## src/rtl/cnn_pkg.sv

```systemverilog
// Shared types and address helpers for the CNN pipeline stages (conv2d, maxpool2d, dense).
// Holds the pooling FSM state type and the channel/row/column linear-address arithmetic.
package cnn_pkg;

    typedef enum logic [2:0] {
        IDLE,
        RD0,
        RD1,
        RD2,
        RD3,
        CAP,
        WR,
        FIN
    } pool_state_t;

    // Row-major linear index into a CHANNELS x H x W buffer.
    function automatic int lin3(input int ch, input int r, input int c, input int h, input int w);
        return (ch * h + r) * w + c;
    endfunction

    function automatic int addr_w(input int depth);
        return (depth > 1) ? $clog2(depth) : 1;
    endfunction

endpackage

```

## src/rtl/pool_addr_gen.sv

```systemverilog
// Output-position counters (ch outer, pr, pc inner) for 2x2/stride-2 pooling.
// Produces the conv-buffer tap address, the pool-buffer write address and a last-output flag.
module pool_addr_gen
    import cnn_pkg::*;
#(
    parameter int CHANNELS = 1,
    parameter int IMG_SIZE = 4,
    parameter int OUT_SIZE = IMG_SIZE / 2,
    parameter int CONV_AW  = addr_w(CHANNELS * IMG_SIZE * IMG_SIZE),
    parameter int POOL_AW  = addr_w(CHANNELS * OUT_SIZE * OUT_SIZE)
) (
    input  logic               clk,
    input  logic               reset,
    input  logic               i_advance,
    input  logic [1:0]         i_tap,
    output logic [CONV_AW-1:0] o_conv_addr,
    output logic [POOL_AW-1:0] o_pool_addr,
    output logic               o_last
);

    localparam int CH_W = addr_w(CHANNELS);
    localparam int OS_W = addr_w(OUT_SIZE);

    logic [CH_W-1:0] r_ch;
    logic [OS_W-1:0] r_pr;
    logic [OS_W-1:0] r_pc;
    logic            w_last_pc;
    logic            w_last_pr;
    logic            w_last_ch;

    assign w_last_pc = (int'(r_pc) == OUT_SIZE - 1);
    assign w_last_pr = (int'(r_pr) == OUT_SIZE - 1);
    assign w_last_ch = (int'(r_ch) == CHANNELS - 1);
    assign o_last    = w_last_pc && w_last_pr && w_last_ch;

    // Counters wrap to zero after the final output, so the next pass starts clean.
    always_ff @(posedge clk or negedge reset) begin
        if (!reset) begin
            r_ch <= '0;
            r_pr <= '0;
            r_pc <= '0;
        end else if (i_advance) begin
            if (w_last_pc) begin
                r_pc <= '0;
                if (w_last_pr) begin
                    r_pr <= '0;
                    r_ch <= w_last_ch ? '0 : r_ch + 1'b1;
                end else begin
                    r_pr <= r_pr + 1'b1;
                end
            end else begin
                r_pc <= r_pc + 1'b1;
            end
        end
    end

    // Tap bit 1 selects the lower row of the window, bit 0 the right column.
    assign o_conv_addr = CONV_AW'(lin3(int'(r_ch),
                                       2 * int'(r_pr) + int'(i_tap[1]),
                                       2 * int'(r_pc) + int'(i_tap[0]),
                                       IMG_SIZE, IMG_SIZE));
    assign o_pool_addr = POOL_AW'(lin3(int'(r_ch), int'(r_pr), int'(r_pc), OUT_SIZE, OUT_SIZE));

endmodule

```

## src/rtl/maxpool2d.sv

```systemverilog
// 2x2 stride-2 signed max pooling from the conv buffer into the pool buffer, one pass per start.
// Define MAXPOOL_FUSED_RELU_EN to clamp negative pooled values to zero on write.
module maxpool2d
    import cnn_pkg::*;
#(
    parameter int DATA_WIDTH = 16,
    parameter int FRAC_BITS  = 0,
    parameter int CHANNELS   = 1,
    parameter int IMG_SIZE   = 4,
    localparam int OUT_SIZE  = IMG_SIZE / 2,
    localparam int CONV_AW   = addr_w(CHANNELS * IMG_SIZE * IMG_SIZE),
    localparam int POOL_AW   = addr_w(CHANNELS * OUT_SIZE * OUT_SIZE)
) (
    input  logic                         clk,
    input  logic                         reset,
    input  logic                         start,
    output logic [CONV_AW-1:0]           conv_addr,
    output logic                         conv_en,
    input  logic signed [DATA_WIDTH-1:0] conv_q,
    output logic [POOL_AW-1:0]           pool_addr,
    output logic                         pool_en,
    output logic                         pool_we,
    output logic signed [DATA_WIDTH-1:0] pool_d,
    output logic                         done
);

    pool_state_t                  r_state;
    pool_state_t                  w_state_next;
    logic [1:0]                   w_tap;
    logic                         w_rd;
    logic                         w_wr;
    logic                         w_fin;
    logic                         w_last;
    logic signed [DATA_WIDTH-1:0] r_max;
    logic signed [DATA_WIDTH-1:0] r_pool_d;
    logic signed [DATA_WIDTH-1:0] w_wr_val;

    pool_addr_gen #(
        .CHANNELS (CHANNELS),
        .IMG_SIZE (IMG_SIZE),
        .OUT_SIZE (OUT_SIZE),
        .CONV_AW  (CONV_AW),
        .POOL_AW  (POOL_AW)
    ) u_addr_gen (
        .clk         (clk),
        .reset       (reset),
        .i_advance   (w_wr),
        .i_tap       (w_tap),
        .o_conv_addr (conv_addr),
        .o_pool_addr (pool_addr),
        .o_last      (w_last)
    );

    always_ff @(posedge clk or negedge reset) begin
        if (!reset) begin
            r_state <= IDLE;
        end else begin
            r_state <= w_state_next;
        end
    end

    always_comb begin
        w_state_next = r_state;
        w_tap        = 2'd0;
        w_rd         = 1'b0;
        w_wr         = 1'b0;
        w_fin        = 1'b0;
        case (r_state)
            IDLE: if (start) w_state_next = RD0;
            RD0: begin w_rd = 1'b1; w_tap = 2'd0; w_state_next = RD1; end
            RD1: begin w_rd = 1'b1; w_tap = 2'd1; w_state_next = RD2; end
            RD2: begin w_rd = 1'b1; w_tap = 2'd2; w_state_next = RD3; end
            RD3: begin w_rd = 1'b1; w_tap = 2'd3; w_state_next = CAP; end
            CAP: w_state_next = WR;
            WR: begin
                w_wr         = 1'b1;
                w_state_next = w_last ? FIN : RD0;
            end
            FIN: begin
                w_fin        = 1'b1;
                w_state_next = IDLE;
            end
            default: w_state_next = IDLE;
        endcase
    end

    // conv_q lags the read by one cycle; the first tap loads outright so all-negative windows work.
    always_ff @(posedge clk or negedge reset) begin
        if (!reset) begin
            r_max <= '0;
        end else if (r_state == RD1) begin
            r_max <= conv_q;
        end else if ((r_state == RD2 || r_state == RD3 || r_state == CAP) && (conv_q > r_max)) begin
            r_max <= conv_q;
        end
    end

`ifdef MAXPOOL_FUSED_RELU_EN
    assign w_wr_val = r_max[DATA_WIDTH-1] ? '0 : r_max;
`else
    assign w_wr_val = r_max;
`endif

    always_ff @(posedge clk or negedge reset) begin
        if (!reset) begin
            r_pool_d <= '0;
        end else if (w_wr) begin
            r_pool_d <= w_wr_val;
        end
    end

    assign conv_en = w_rd;
    assign pool_en = w_wr;
    assign pool_we = w_wr;
    assign pool_d  = w_wr ? w_wr_val : r_pool_d;
    assign done    = w_fin;

endmodule

```

## config.mk

```make
export PLATFORM = sky130hd
export DESIGN_NAME = maxpool2d
export DESIGN_NICKNAME = d
export VERILOG_FILES = /design/src/rtl/cnn_pkg.sv /design/src/rtl/pool_addr_gen.sv /design/src/rtl/maxpool2d.sv
export SDC_FILE = /design/constraint.sdc
export NUM_CORES = 1
export LEC_CHECK = 0
export BUFFER_PORTS_ARGS = -buffer_cell sky130_fd_sc_hd__buf_2
export CAP_MARGIN = 20
export CORE_ASPECT_RATIO = 0.5
export CORE_MARGIN = 2
export CORE_UTILIZATION = 57
export DETAILED_ROUTE_END_ITERATION = 8
export PLACE_DENSITY = 0.92
export SLEW_MARGIN = 10
export SYNTH_ARGS = -nofsm -noshare
export SYNTH_HDL_FRONTEND = slang
export SYNTH_SLANG_ARGS = --single-unit
```

## constraint.sdc

```tcl
create_clock -name clk -period 4.4 [get_ports clk]
set_input_delay 0.66 -clock clk [delete_from_list [all_inputs] [get_ports clk]]
set_output_delay 0.66 -clock clk [all_outputs]
set_load 0.02 [all_outputs]
```

==> reports/metrics.csv, run 1 <==
stage,metric,value,unit
outcome,status,finished clean,
placed_design,place_area,2120,sq um
yosys,yosys_register_bits,37,
placed_design,dp_hpwl,3060,um
clocking,postCtsHoldBufs,0,
yosys,yosysWarnings,0,
yosys,synth_area,1930,sq um
timing,drv_slew,0,
yosys,synthCells,181,
floorplanning,initial_core_util,62.0,%
drt,drtIter0Drc,116,
yosys,synth_edf_count,0,
drt,via_per_inst,5.48,
yosys,netlist-cell-type-count,27,
placed_design,place_ws,1550,ps
pwr,irDropWorstVdd,461,uV
yosys,synth.avg_cell_area,10.7,sq um
timing,hold_viol,0,
yosys,synth-async-reset-ratio,100,%
timing,final.period_utilization,58.5,%
yosys,synth_top_area_share,47.9,%
pwr,p_per_area,880,nW/um^2
final_layout,postLayoutCoreUtil,71.1,%
timing,tightest_slew,808,ps
timing,setup_ws,1830,ps
pwr,total_power,1.95,mW
clocking,cts_resized,0,
yosys,seq_area_frac_synth,47.9,%
setup_path,startpoint_type,input port,
floorplanning,die-area,3900,sq um
yosys,synthTopCellsByArea,"dfrtp_1, ha_1, mux2_4",
global_routing,grt_pass1_vias,1464,
global_routing,grt_use_total,23.4,%
final_layout,stdcell_area,2220,sq um
final_layout,syn_to_final_growth,14.7,%
clocking,tritoncts,built,
clocking,cts_max_path_buffers,2,
timing,grt_setup_unrepaired,false,
final_layout,antenna_cells,0,
global_routing,use_met3,6.58,%
floorplanning,dieWidth,86.3,um
final_layout,drive_gt1_share,32.0,%
global_routing,grt_max_degree,38,
global_routing,top_usage_layer,met2,
pwr,p_leak,1.21,nW
clocking,cts.clk_slew.worst_paths,70,ps
drt,drt_wl_total,4100,um
global_routing,overflow,0,
flow_run,cap_violations,0,
drt,drc,0,
timing,setup_tns,0,ps
setup_path,critPathMaxFanout,16,
placed_design,io_buffers,44,
timing,slew_headroom,46.1,%
clocking,htree_levels,2,
timing,setup_violations,0,
global_routing,antenna_found_initial,0,
setup_path,worstSetupEndpointType,flip-flop,
drt,wl_per_cell,15.7,um
clocking,cts_setup_buffers,0,
clocking,cts_root_buffer,clkbuf_8,
drt,drt_first_pass_iters,6,
floorplanning,io_pins,45,
clocking,cts_buffers,5,
global_routing,grt_first_pass_wirelength,6680,um
timing,clock_skew,7.77,ps
clocking,cts.sinks,37,
global_routing,grt_use_met1,27.8,%
yosys,yosys.area.top_type,dfrtp_1,
final_layout,final_common_cell,buf_2,
final_layout,fill_cells,218,
final_layout,nNetsFinal,256,
min_path,hp-class,input port to asynchronous set/reset pin,
placed_design,gp_congestion,0.814,
floorplanning,core,3120,sq um
drt,antenna_left,0,
setup_path,criticalPathCategory,input port to flip-flop,
yosys,syn_nets,216,
drt,vias,1437,
setup_path,cp.arrival,2740,ps
global_routing,use_met2,41.7,%
yosys,ys.flop_type,dfrtp_1,
setup_path,cp.required,4570,ps
final_layout,final_cell_mix,"buf_2, dfrtp_1, nand2_1, o21ai_0, inv_1",
timing,fmax,0.389,GHz
timing,fin_crit,2570,ps
floorplanning,dieHeight,45.2,um
floorplanning,rows,14,
clocking,clk_latency,290,ps
==> where the power goes <==
group | total, mW | internal [mW] | switching [mW]
Clock | 0.230 | 0.110 | 0.121
Sequential | 0.621 | 0.509 | 0.112
Combinational | 1.10 | 0.492 | 0.607
==> cell families after synthesis <==
| group | synth area share (%) |
|---|---|
| AO/OA/AOI/OAI | 9.20 |
| XOR/XNOR | 1.81 |
| adder cells (fa/ha/maj) | 10.4 |
| buffers and inverters | 7.84 |
| flip-flops | 47.9 |
| multiplexers | 12.6 |
| AND/OR/NAND/NOR | 10.2 |
==> routing by layer <==
layer,vias up,routed length (um)
met5,-,0
met4,0,65
met3,13,251
met2,58,2050
met1,685,1740
li1,681,-
==> synthesized netlist by cell type (all sizes together), types with 2 or more instances <==
cell type / count
nor2: 5
nor3: 3
clkbuf: 3
a21oi: 9
inv: 18
a21o: 2
ha: 16
buf: 9
mux2: 18
nand2: 26
o21ai: 19
nand4: 3
dfrtp: 37
xnor2: 4
==> final timing paths <==
path / from / endpoint / slack (ps) / cells after the start
setup / recovery: conv_q[15] / r_max[5] / 1830 / 8
hold / removal: reset / r_pool_d[1] / 460 / 1
setup reg to reg: r_max[15] / r_max[5] / 1870 / 8
hold reg to reg: r_pool_d[4] / r_pool_d[4] / 490 / 2
max in group asynchronous: reset / r_max[0] / 3440 / 1
min in group clk: r_pool_d[4] / r_pool_d[4] / 490 / 2
==> worst max-delay path, stage by stage <==
cell	delay (ps)
buf_2	110
ha_1	330
nand4_2	160
nor4_1	440
a21oi_1	130
o21ai_0	130
mux2_4	390
mux2_2	380
==> flip-flops by register name, summed over array words and instances (netlist names) <==
signal,flops
r_state,3
u_addr_gen.r_pc,1
r_max,16
r_pool_d,16
u_addr_gen.r_pr,1
==> per-stage QoR <==
stage,instances,hold WS (ps)
after floorplan,181,364
after global placement,253,463
after detailed placement,253,475
after CTS,261,481
after global routing,262,518
final,262,457
==> final cells by class <==
type | instances | area, sq um | share of cell area, %
clock buffer | 6 | 72.6 | 3.27
clock inverter | 2 | 10.0 | 0.452
sequential | 37 | 926 | 41.8
timing repair buffer | 45 | 235 | 10.6
multi-input combinational | 114 | 855 | 38.6
tap | 40 | 50.0 | 2.26
inverter | 18 | 67.6 | 3.05
Power figures use the tool's default switching activity.
==> inputs of run 2 (changes only) <==
Settings changed: CORE_UTILIZATION 57 to 53, PLACE_DENSITY 0.92 to 0.87.
Clock period 4.4 ns to 2.5 ns, I/O delays scaled along.
==> run 2 against run 1 <==
  * Sequential power up 77%
  * Total power up 99%
  * Sequential share of layout area down 2.9 points
  * Combinational power increased by 100%
  * Critical path depth increased by 1
  * Non-clock buffer count grew 5
  * Core utilization down 2.2 points
  * Cell area rose by 7.3%
  * Clock-buffer cell count is 1 higher
==> reports/metrics.csv, run 2 (synthesis gave the netlist of run 1 again) <==
stage,metric,value,unit,change
outcome,status,finished clean,,unchanged
global_routing,grt_pass1_vias,1396,,was 1464
timing,fin_crit,2490,ps,
clocking,cts.sinks,37,,unchanged
clocking,cts_max_path_buffers,2,,unchanged
timing,fmax,0.402,GHz,
final_layout,reg.largest.list,"r_max: 16 flops, r_pool_d: 16 flops, r_state: 3 flops",,unchanged
final_layout,nNetsFinal,261,,was 256
timing,clock_skew,10.9,ps,was 7.77 ps
setup_path,critPathMaxFanout,4,,was 16
clocking,tritoncts,built,,unchanged
setup_path,startpoint_type,flip-flop,,was input port
final_layout,syn_to_final_growth,23.1,%,was 14.7%
final_layout,stdcell_area,2380,sq um,was 2220 sq um
final_layout,postLayoutCoreUtil,68.9,%,was 71.1%
drt,antenna_left,0,,unchanged
final_layout,antenna_cells,0,,unchanged
pwr,p_per_area,1630,nW/um^2,was 880 nW/um^2
pwr,irDropWorstVdd,625,uV,was 461 uV
drt,via_per_inst,5.58,,was 5.48
final_layout,seqCellArea,926,sq um,unchanged
final_layout,final_cell_mix,"buf_2, dfrtp_1, nand2_1, o21ai_0, inv_1",,unchanged
floorplanning,io_pins,45,,unchanged
placed_design,gp_congestion,0.805,,was 0.814
min_path,hp-class,input port to asynchronous set/reset pin,,unchanged
final_layout,drive_gt1_share,36.6,%,was 32.0%
clocking,cts.clk_slew.worst_paths,80,ps,was 70 ps
setup_path,cp.required,2690,ps,was 4570 ps
timing,hold_viol,0,,unchanged
timing,setup_ws,13.8,ps,was 1830 ps
drt,vias,1551,,was 1437
placed_design,dp_hpwl,2890,um,was 3060 um
timing,slew_headroom,45.7,%,was 46.1%
clocking,cts_buffers,5,,unchanged
final_layout,final_common_cell,buf_2,,unchanged
floorplanning,core,3450,sq um,was 3120 sq um
floorplanning,initial_core_util,55.9,%,was 62.0%
setup_path,cp.arrival,2670,ps,was 2740 ps
drt,wl_per_cell,16.8,um,was 15.7 um
drt,drc,0,,unchanged
final_layout,multiInputGateArea,927,sq um,was 855 sq um
global_routing,grt_max_degree,38,,unchanged
timing,tightest_slew,814,ps,was 808 ps
global_routing,overflow,0,,unchanged
drt,drt_first_pass_iters,4,,was 6
placed_design,io_buffers,44,,unchanged
clocking,clk_latency,300,ps,was 290 ps
floorplanning,dieHeight,46.7,um,was 45.2 um
pwr,total_power,3.89,mW,was 1.95 mW
final_layout,fill_cells,237,,was 218
floorplanning,dieWidth,89.4,um,was 86.3 um
timing,setup_violations,0,,unchanged
placed_design,place_area,2150,sq um,was 2120 sq um
clocking,htree_levels,2,,unchanged
timing,drv_slew,0,,unchanged
drt,drtIter0Drc,156,,was 116
global_routing,grt_first_pass_wirelength,6380,um,was 6680 um
floorplanning,rows,15,,was 14
global_routing,antenna_found_initial,0,,unchanged
setup_path,criticalPathCategory,flip-flop to flip-flop,,was input port to flip-flop
global_routing,grt_use_total,21.0,%,was 23.4%
drt,drt_wl_total,4670,um,was 4100 um
clocking,postCtsHoldBufs,0,,unchanged
floorplanning,die-area,4170,sq um,was 3900 sq um
timing,final.period_utilization,99.4,%,
placed_design,place_ws,-94.3,ps,was 1550 ps
flow_run,cap_violations,0,,unchanged
setup_path,worstSetupEndpointType,flip-flop,,unchanged
pwr,p_leak,1.26,nW,was 1.21 nW
timing,worst_hold_slack,152,ps,was 457 ps
clocking,cts_root_buffer,clkbuf_8,,unchanged
## run 2: cell count changes in the layout (fill, tap and decap cells not counted)
cell,delta
a21oi_1,-3
buf_4,+5
nand4_2,-1
nor4_4,+1
nand4_4,+1
ha_1,-3
nor4_1,-1
buf_8,-1
a21oi_2,+3
buf_12,+1
ha_4,+3
clkinv_2,-2
bufinv_16,+1
clkbuf_8,+1
## run 2: cell type report
class / count / share of cell area (%)
Clock buffer: 7 / 3.63
Inverter: 18 / 2.84
Multi-Input combinational cell: 114 / 39.0
Sequential cell: 37 / 38.9
Timing Repair Buffer: 50 / 11.7
Clock inverter: 1 / 1.26
Tap cell: 51 / 2.68
## run 2: worst paths after layout
path / depth (start not counted) / slack, ps / to / startpoint
setup / recovery: 9 / 10 / r_max[15] / r_max[12]
hold / removal: 1 / 150 / r_pool_d[13] / reset
setup reg to reg: 9 / 10 / r_max[15] / r_max[12]
hold reg to reg: 2 / 480 / r_pool_d[3] / r_pool_d[3]
max in group asynchronous: 1 / 1810 / r_pool_d[4] / reset
min in group clk: 3 / 310 / r_state[0] / start
## run 2: repair_timing
item                       in CTS  in global routing
pin swaps                       0                  2
setup endpoints to repair       6                 16
buffers inserted                0                  4
gates resized for setup         1                  9
## run 2: worst max-delay path: stages (launching register included)
cell	delay, ps
dfrtp_1	370
inv_1	60
ha_1	330
nand4_4	160
nor3_1	70
or3_1	340
a211o_1	260
mux2_4	330
buf_4	160
mux2_4	290
## run 2: through the flow
stage | setup TNS, ps | std cells
global placement | 0 | 266
detailed placement | -1120 | 266
finish | 0 | 278
CTS | 0 | 274
floorplan | 0 | 181
global route | -390 | 278
## run 2: where the power goes
group	total, mW	internal, mW	switching [mW]
sequential	1.10	0.896	0.207
combinational	2.23	1.04	1.19
clock	0.555	0.326	0.229
total	3.89	2.26	1.63
## run 2: per-layer routing
layer  global-route usage [%]  up-vias  share of wire, %
met5                        0        -                 0
met4                     10.4        0               4.8
met3                     5.73       25               6.3
met2                     34.7       67                48
met1                     26.1      766                41
li1                         -      693                 -
